**config.mk**
```make
export PLATFORM = sky130hd
export DESIGN_NAME = spi_master_bridge
export DESIGN_NICKNAME = d
export VERILOG_FILES = /design/src/rtl/spi_bridge_pkg.sv /design/src/rtl/spi_tick_gen.sv /design/src/rtl/spi_master_bridge.sv
export SDC_FILE = /design/constraint.sdc
export NUM_CORES = 1
export LEC_CHECK = 0
export CAP_MARGIN = 30
export CELL_PAD_IN_SITES_DETAIL_PLACEMENT = 0
export CELL_PAD_IN_SITES_GLOBAL_PLACEMENT = 1
export CORE_MARGIN = 2
export CORE_UTILIZATION = 45
export DETAILED_ROUTE_END_ITERATION = 10
export DONT_BUFFER_PORTS = 1
export PLACE_DENSITY_LB_ADDON = 0.1
export SLEW_MARGIN = 15
export SYNTH_ARGS = -nofsm -noshare
export SYNTH_HDL_FRONTEND = slang
export SYNTH_SLANG_ARGS = --single-unit
```
**constraint.sdc**
```tcl
create_clock -name clk -period 3.11 [get_ports clk]
set_input_delay 0.311 -clock clk [delete_from_list [all_inputs] [get_ports clk]]
set_output_delay 0.311 -clock clk [all_outputs]
set_load 0.05 [all_outputs]
```
**src/rtl/spi_bridge_pkg.sv**
```systemverilog
// Shared types and constants for the SPI master bridge.
package spi_bridge_pkg;

  typedef enum logic [1:0] {
    IDLE  = 2'd0,
    SHIFT = 2'd1,
    RESP  = 2'd2,
    GAP   = 2'd3
  } state_t;

  localparam logic SPI_WRITE = 1'b1;
  localparam logic SPI_READ  = 1'b0;

  function automatic int frame_w(input int addr_w, input int data_w);
    return 1 + addr_w + data_w;
  endfunction

endpackage

```
**src/rtl/spi_tick_gen.sv**
```systemverilog
// Half-period timer: alternating rise/fall tick pulses every CLK_DIV cycles while enabled.
module spi_tick_gen #(
  parameter int CLK_DIV = 4
) (
  input  logic clk,
  input  logic res,
  input  logic en,
  output logic rise_tick,
  output logic fall_tick
);

  localparam int CW = (CLK_DIV > 1) ? $clog2(CLK_DIV) : 1;

  logic [CW-1:0] cnt_r;
  logic          phase_r;
  logic          tick_s;

  assign tick_s    = en && (cnt_r == CW'(CLK_DIV - 1));
  assign rise_tick = tick_s && !phase_r;
  assign fall_tick = tick_s && phase_r;

  // Half-period counter and phase; both restart whenever the frame is not running
  always_ff @(posedge clk or posedge res) begin
    if (res) begin
      cnt_r   <= CW'(0);
      phase_r <= 1'b0;
    end else if (!en) begin
      cnt_r   <= CW'(0);
      phase_r <= 1'b0;
    end else if (tick_s) begin
      cnt_r   <= CW'(0);
      phase_r <= !phase_r;
    end else begin
      cnt_r   <= cnt_r + CW'(1);
    end
  end

endmodule

```
**src/rtl/spi_master_bridge.sv**
```systemverilog
// Register-access SPI master (mode 0): one command in, one serial frame out, one response back.
module spi_master_bridge
  import spi_bridge_pkg::*;
#(
  parameter int CLK_DIV = 4,
  parameter int CSN_GAP = 4,
  parameter int ADDR_W  = 7,
  parameter int DATA_W  = 8
) (
  input  logic              clk,
  input  logic              res,
  input  logic              cmd_valid,
  output logic              cmd_ready,
  input  logic              cmd_write,
  input  logic [ADDR_W-1:0] cmd_addr,
  input  logic [DATA_W-1:0] cmd_wdata,
  output logic              rsp_valid,
  input  logic              rsp_ready,
  output logic [DATA_W-1:0] rsp_rdata,
  output logic              spi_clk,
  output logic              spi_csn,
  output logic              spi_mosi,
  input  logic              spi_miso
);

  localparam int FRAME_W = frame_w(ADDR_W, DATA_W);
  localparam int BW      = $clog2(FRAME_W + 1);
  localparam int GW      = $clog2(CSN_GAP + 1) + 1;

  state_t              state_r, state_nx_s;
  logic                cmd_ready_r, rsp_valid_r, spi_clk_r, spi_csn_r, spi_mosi_r, sample_r;
  logic [DATA_W-1:0]   rsp_rdata_r, rx_r;
  logic [FRAME_W-1:0]  tx_r;
  logic [BW-1:0]       bit_cnt_r;
  logic [GW-1:0]       gap_cnt_r;
  logic                rise_s, fall_s, accept_s, frame_done_s, gap_done_s;

  spi_tick_gen #(.CLK_DIV(CLK_DIV)) u_tick (
    .clk       (clk),
    .res       (res),
    .en        (state_r == SHIFT),
    .rise_tick (rise_s),
    .fall_tick (fall_s)
  );

  assign accept_s     = (state_r == IDLE) && cmd_valid && cmd_ready_r;
  // The tick after the last falling edge closes the trailing low phase.
  assign frame_done_s = rise_s && (bit_cnt_r == BW'(FRAME_W));
  assign gap_done_s   = (gap_cnt_r >= GW'(CSN_GAP));

  // Next-state decode
  always_comb begin
    state_nx_s = state_r;
    case (state_r)
      IDLE:    if (accept_s)     state_nx_s = SHIFT; else state_nx_s = IDLE;
      SHIFT:   if (frame_done_s) state_nx_s = RESP;  else state_nx_s = SHIFT;
      RESP:    if (rsp_ready)    state_nx_s = GAP;   else state_nx_s = RESP;
      GAP:     if (gap_done_s)   state_nx_s = IDLE;  else state_nx_s = GAP;
      default:                   state_nx_s = IDLE;
    endcase
  end

  // FSM, shift registers, gap counter and all registered outputs
  always_ff @(posedge clk or posedge res) begin
    if (res) begin
      state_r     <= IDLE;
      cmd_ready_r <= 1'b0;
      rsp_valid_r <= 1'b0;
      rsp_rdata_r <= DATA_W'(0);
      spi_clk_r   <= 1'b0;
      spi_csn_r   <= 1'b1;
      spi_mosi_r  <= 1'b0;
      sample_r    <= 1'b0;
      tx_r        <= FRAME_W'(0);
      rx_r        <= DATA_W'(0);
      bit_cnt_r   <= BW'(0);
      gap_cnt_r   <= GW'(0);
    end else begin
      state_r     <= state_nx_s;
      cmd_ready_r <= (state_nx_s == IDLE);
      sample_r    <= rise_s && !frame_done_s;
      if (accept_s) begin
        tx_r       <= {cmd_write, cmd_addr, (cmd_write == SPI_WRITE) ? cmd_wdata : DATA_W'(0)};
        spi_mosi_r <= cmd_write;
        spi_csn_r  <= 1'b0;
        bit_cnt_r  <= BW'(0);
      end else if (state_r == SHIFT) begin
        if (frame_done_s) begin
          spi_csn_r   <= 1'b1;
          spi_mosi_r  <= 1'b0;
          rsp_valid_r <= 1'b1;
          rsp_rdata_r <= rx_r;
          gap_cnt_r   <= GW'(1);
        end else if (rise_s) begin
          spi_clk_r <= 1'b1;
        end else if (fall_s) begin
          spi_clk_r  <= 1'b0;
          spi_mosi_r <= tx_r[FRAME_W-2];
          tx_r       <= {tx_r[FRAME_W-2:0], 1'b0};
          bit_cnt_r  <= bit_cnt_r + BW'(1);
        end
      end else begin
        if (rsp_valid_r && rsp_ready) rsp_valid_r <= 1'b0;
        // Saturating count of cycles since spi_csn rose; RESP time counts toward the gap.
        if (gap_cnt_r < GW'(CSN_GAP)) gap_cnt_r <= gap_cnt_r + GW'(1);
      end
      if (sample_r) rx_r <= {rx_r[DATA_W-2:0], spi_miso};
    end
  end

  assign cmd_ready = cmd_ready_r;
  assign rsp_valid = rsp_valid_r;
  assign rsp_rdata = rsp_rdata_r;
  assign spi_clk   = spi_clk_r;
  assign spi_csn   = spi_csn_r;
  assign spi_mosi  = spi_mosi_r;

endmodule

```
==> results.yml, run 1 <==
clock_network:
  clk_path_buf_depth: 2
  clkSinkCount: 51
  htreeDepth: 2
  cts-resized-gates: 0
  cts.clk_slew.worst_paths_ns: 0.09
  cts_buffers: 5
  worst_skew_pair.late_latency_ns: 0.30
  cts_tree: "done"
  cts-root-buf: "clkbuf_8"
  postCtsSetupBuffers: 0
timing:
  tns_ns: 0
  worst_pin_slew_ns: 0.725
  fmax_ghz: 0.486
  rsz0062_at_grt: "no"
  setup_violations: 0
  finalCriticalPeriod_ns: 2.06
  clock_skew_ns: 0.0114
  setup_ws_ns: 1.05
  slew-limit-headroom_pct: 51.6
  period_share_pct: 66.2
  final_max_slew_viol_count: 0
  hold_viol: 0
setup_path:
  cp_data_arrival_time_ns: 2.24
  worstPathRequired_ns: 3.30
  cp_max_fo: 19
  critical_path.endpoint_type: "register"
  path_class: "reg2reg"
  critPathLaunchType: "register"
global_routing:
  antenna_found_initial: 0
  grt_start_max_net_pins: 29
  grt_pass1_vias: 1520
  grt_pass1_wl_um: 7130
  grt_usage_pct: 17.2
  grt_overflow_total: 0
placement:
  hpwl_um: 2960
  dp_cells: 267
  postPlaceCellArea_um2: 2260
  gp_congestion: 0.882
  port_buffers: 0
  place_ws_ns: 1.04
layout:
  diodes: 0
  nets: 233
  fin_util_pct: 49.8
  layout.cells.non_filler: 276
  drive_above_1_share_pct: 11.0
  finish.instance_area_um2: 2350
  nFillCells: 438
  layout.area.seq_um2: 1280
  multi_input_area_um2: 846
  area_delta_synth_final_pct: 6.04
drt:
  routedWlPerCell_um: 15.3
  vias_per_cell: 5.37
  wl_um: 4230
  num_vias: 1481
  first_iter_violations: 35
  drc: 0
  drtPass1Iterations: 4
  ant_nets: 0
synth:
  ys_ff_latch: 51
  syn_inst: 210
  synth_top_area_cell: "dfrtp_1"
  synthTopCellsByCount: "dfrtp_1, nand2_1, nor2_1"
  ys.warnings.count: 0
  synth.area.top_cells: "dfrtp_1, nand2_1, mux2_2"
  synth_top_area_share_pct: 56.4
  ys.flop_type: "dfrtp_1"
  syn_area_um2: 2220
  synth_enable_flop_cells: 0
  ys_seq_area_share_pct: 57.6
  synthDistinctLibCells: 38
  avgSynthCellArea_um2: 10.6
  syn_nets: 235
  postSynth.asyncResetShare_pct: 100
floorplanning:
  die_width_um: 74.2
  start_util_pct: 46.9
  fp.dieH_um: 74.2
  num_rows: 25
  dieArea_um2: 5500
  pin_count: 34
  core-area_um2: 4720
min_path:
  min_path_type: "in2reg"
power_and_ir_drop:
  cellLeakagePower_nw: 1.11
  power.density_nw_per_um2: 892
  ir_drop_uv: 323
status:
  status: "finished clean"
job:
  drv_cap: 0
## critical path, stage by stage (launching register included)
cell	delay (ns)
dfrtp_1	0.37
ha_1	0.29
and4b_1	0.71
nor2_1	0.22
a221o_1	0.35
## what timing repair did
| item | 4_1_cts | 5_1_grt |
|---|---|---|
| endpoints found under the hold margin | 22 | 0 |
| endpoints found under the setup margin | 0 | 0 |
| hold buffers | 1 | 0 |
## layer usage
metal	global-route usage [%]	share of wire (%)
met4	7.27	2.1
met3	5.96	5.7
met2	26.6	47
met5	0	0
met1	22.0	45
## flip-flops by register name, indices dropped and copies added (netlist names)
signal	flops
bit_cnt_r	5
spi_clk	1
spi_csn	1
gap_cnt_r	4
sample_r	1
spi_mosi	1
cmd_ready	1
tx_r	15
rsp_valid	1
u_tick.phase_r	1
u_tick.cnt_r	2
state_r	2
rx_r	8
rsp_rdata	8
## stage by stage
step                hold WS [ns]  total power, mW
CTS                        0.135             2.12
global placement           0.427             1.71
floorplan                  0.413             1.64
finish                     0.145             2.10
detailed placement         0.263             1.75
global route               0.150             2.25
## final timing paths
| check | startpoint | to | slack [ns] | cells after the start |
|---|---|---|---|---|
| setup reg to reg | u_tick.cnt_r[0] | tx_r[14] | 1.05 | 4 |
| min in group asynchronous | res | tx_r[2] | 0.50 | 2 |
| hold reg to reg | u_tick.cnt_r[0] | u_tick.cnt_r[0] | 0.46 | 1 |
| setup / recovery | u_tick.cnt_r[0] | tx_r[14] | 1.05 | 4 |
| max in group asynchronous | res | cmd_ready | 2.08 | 3 |
| hold / removal | cmd_addr[0] | tx_r[8] | 0.15 | 2 |
## where the power goes
part / internal [mW] / leakage (nW) / switching [mW]
Combinational: 0.246 / 0.420 / 0.226
Clock: 0.160 / 0.0395 / 0.199
Sequential: 0.913 / 0.646 / 0.354
## logic make-up after synthesis
kind of cell / synth area share (%)
simple gates: 18.9
fa+ha+maj: 2.26
mux: 4.51
buf+inv: 4.23
flops: 57.6
compound gates: 10.9
xor+xnor: 1.58
## placed cells by master, fill, tap and decap left out, drive strengths merged, types with 4 or more instances in the layout
cell,count
dfrtp,50
nand2,50
inv,7
nor3,5
a22oi,4
clkbuf,8
nor2,16
mux2,8
ha,4
a21oi,11
o21ai,8
a31oi,7
## final cells by class
class	instances	share of cell area, %
clock buffer	8	3.41
tap	67	3.57
sequential	51	54.3
timing repair buffer	3	1.60
inverter	7	1.12
multi-input combinational	140	36.0
(Power assumes the default switching activity.)
==> inputs of run 2 (changes only) <==
--- a/config.mk
+++ b/config.mk
@@ -9,7 +9,7 @@
 export CELL_PAD_IN_SITES_DETAIL_PLACEMENT = 0
 export CELL_PAD_IN_SITES_GLOBAL_PLACEMENT = 1
 export CORE_MARGIN = 2
-export CORE_UTILIZATION = 45
+export CORE_UTILIZATION = 44
 export DETAILED_ROUTE_END_ITERATION = 10
 export DONT_BUFFER_PORTS = 1
 export PLACE_DENSITY_LB_ADDON = 0.1
==> constraint.sdc (replaced) <==
create_clock -name clk -period 1.84 [get_ports clk]
set_input_delay 0.184 -clock clk [delete_from_list [all_inputs] [get_ports clk]]
set_output_delay 0.184 -clock clk [all_outputs]
set_load 0.05 [all_outputs]
==> run 2 against run 1 <==
Clock power is 78% higher; die area is 2.2% higher; non-clock buffer count is 7 higher; critical endpoint is now gap_cnt_r[1].
==> results.yml, run 2 (synthesis results as in run 1) <==
status:
  status: "finished clean"
drt:
  drtPass1Iterations: 4
  drc: 0
  num_vias: 1466
  first_iter_violations: 50
  wl_um: 4270
  ant_nets: 0
  vias_per_cell: 5.18
  routedWlPerCell_um: 15.1
placement:
  hpwl_um: 3020
  dp_cells: 274
  gp_congestion: 0.730
  postPlaceCellArea_um2: 2300
  port_buffers: 0
  place_ws_ns: 0.0901
global_routing:
  antenna_found_initial: 0
  grt_usage_pct: 16.5
  grt_pass1_wl_um: 6990
  grt_overflow_total: 0
  grt_pass1_vias: 1514
  grt_start_max_net_pins: 33
timing:
  clock_skew_ns: 0.00839
  finalCriticalPeriod_ns: 1.73
  tns_ns: 0
  fmax_ghz: 0.578
  period_share_pct: 94.0
  setup_violations: 0
  hold_viol: 0
  setup_ws_ns: 0.110
  slew-limit-headroom_pct: 56.9
  final_max_slew_viol_count: 0
  worst_pin_slew_ns: 0.646
  rsz0062_at_grt: "no"
layout:
  diodes: 0
  layout.area.seq_um2: 1280
  finish.instance_area_um2: 2400
  layout.cells.non_filler: 283
  area_delta_synth_final_pct: 8.35
  nFillCells: 456
  drive_above_1_share_pct: 15.3
  multi_input_area_um2: 846
  final_cell_mix: "nand2_1, dfrtp_1, nor2_1, a21oi_1, buf_4"
  regMostFlops: "tx_r"
  nets: 240
  largest_reg_flops: 15
clock_network:
  clk_path_buf_depth: 2
  cts_tree: "done"
  cts-root-buf: "clkbuf_8"
  cts_buffers: 5
  cts-resized-gates: 0
  cts.clk_slew.worst_paths_ns: 0.09
  postCtsSetupBuffers: 0
  clkSinkCount: 51
  htreeDepth: 2
  worst_skew_pair.late_latency_ns: 0.30
setup_path:
  r2r-start: "bit_cnt_r[0]"
  worstPathRequired_ns: 2.03
  setup.worst_path.end: "gap_cnt_r[1]"
  path_class: "reg2reg"
  cp_data_arrival_time_ns: 1.92
  critPathLaunchType: "register"
  r2r_slack_ns: 0.11
  cp_max_fo: 14
  crit-reg2reg-capture: "gap_cnt_r[1]"
  critical_path.endpoint_type: "register"
  r2r_cells: 6
  startpoint: "bit_cnt_r[0]"
floorplanning:
  fp.dieH_um: 75.0
  start_util_pct: 46.3
  dieArea_um2: 5620
  die_width_um: 75.0
  pin_count: 34
  core-area_um2: 4790
  num_rows: 25
job:
  drv_cap: 0
power_and_ir_drop:
  power.density_nw_per_um2: 1500
  cellLeakagePower_nw: 1.14
  ir_drop_uv: 661
  power.total_mw: 3.61
min_path:
  hp-start: "cmd_addr[0]"
  min_path_type: "in2reg"
[run 2: cell types whose count changed in the layout (fill, tap and decap cells not counted)]
cell      delta
buf_12       -1
clkinv_4     +1
buf_4        +8
clkbuf_1     -3
inv_6        +1
clkinv_2     +1
[run 2: worst max-delay path: stages (launching register included)]
cell       delay [ns]
dfrtp_1          0.42
inv_1            0.07
ha_1             0.21
nand4bb_4        0.13
or3_4            0.47
o31a_1           0.16
a22o_1           0.18
[run 2: report_power, final]
part	internal, mW	switching (mW)
Combinational	0.446	0.455
Sequential	1.54	0.525
Clock	0.273	0.367
[run 2: routing by layer]
layer | global-route usage, % | share of wire (%)
met1 | 21.1 | 46
met2 | 26.4 | 47
met3 | 5.35 | 5.6
met4 | 5.95 | 0.89
met5 | 0 | 0
[run 2: through the flow]
stage	util, %	hold slack (ns)
2_1_floorplan	-	0.312
3_5_place_dp	48.1	0.192
4_1_cts	50.2	0.0111
6_report	50.2	0.0212
5_1_grt	50.2	0.0111
3_3_place_gp	48.1	0.175
[run 2: worst min-delay path by stage]
stage                     cells past startpoint      endpoint  slack, ns
final                                         2       tx_r[8]       0.02
after CTS                                     2       tx_r[8]       0.01
after detailed placement                      1  rsp_rdata[1]       0.19
after global routing                          1       rx_r[0]       0.01
after floorplan                               2       tx_r[8]       0.31
after global placement                        1  rsp_rdata[2]       0.17
[run 2: layout make-up]
| class | count | share of cell area, % |
|---|---|---|
| clock buffer | 5 | 2.86 |
| clock inverter | 3 | 0.938 |
| multi-input combinational | 140 | 35.2 |
| tap | 67 | 3.49 |
| timing repair buffer | 10 | 3.23 |
| sequential | 51 | 53.2 |
| inverter | 7 | 1.09 |
[run 2: repair_timing]
action,4_1_cts,5_1_grt
hold buffers,1,0
endpoints found under the setup margin,0,0
endpoints found under the hold margin,29,0
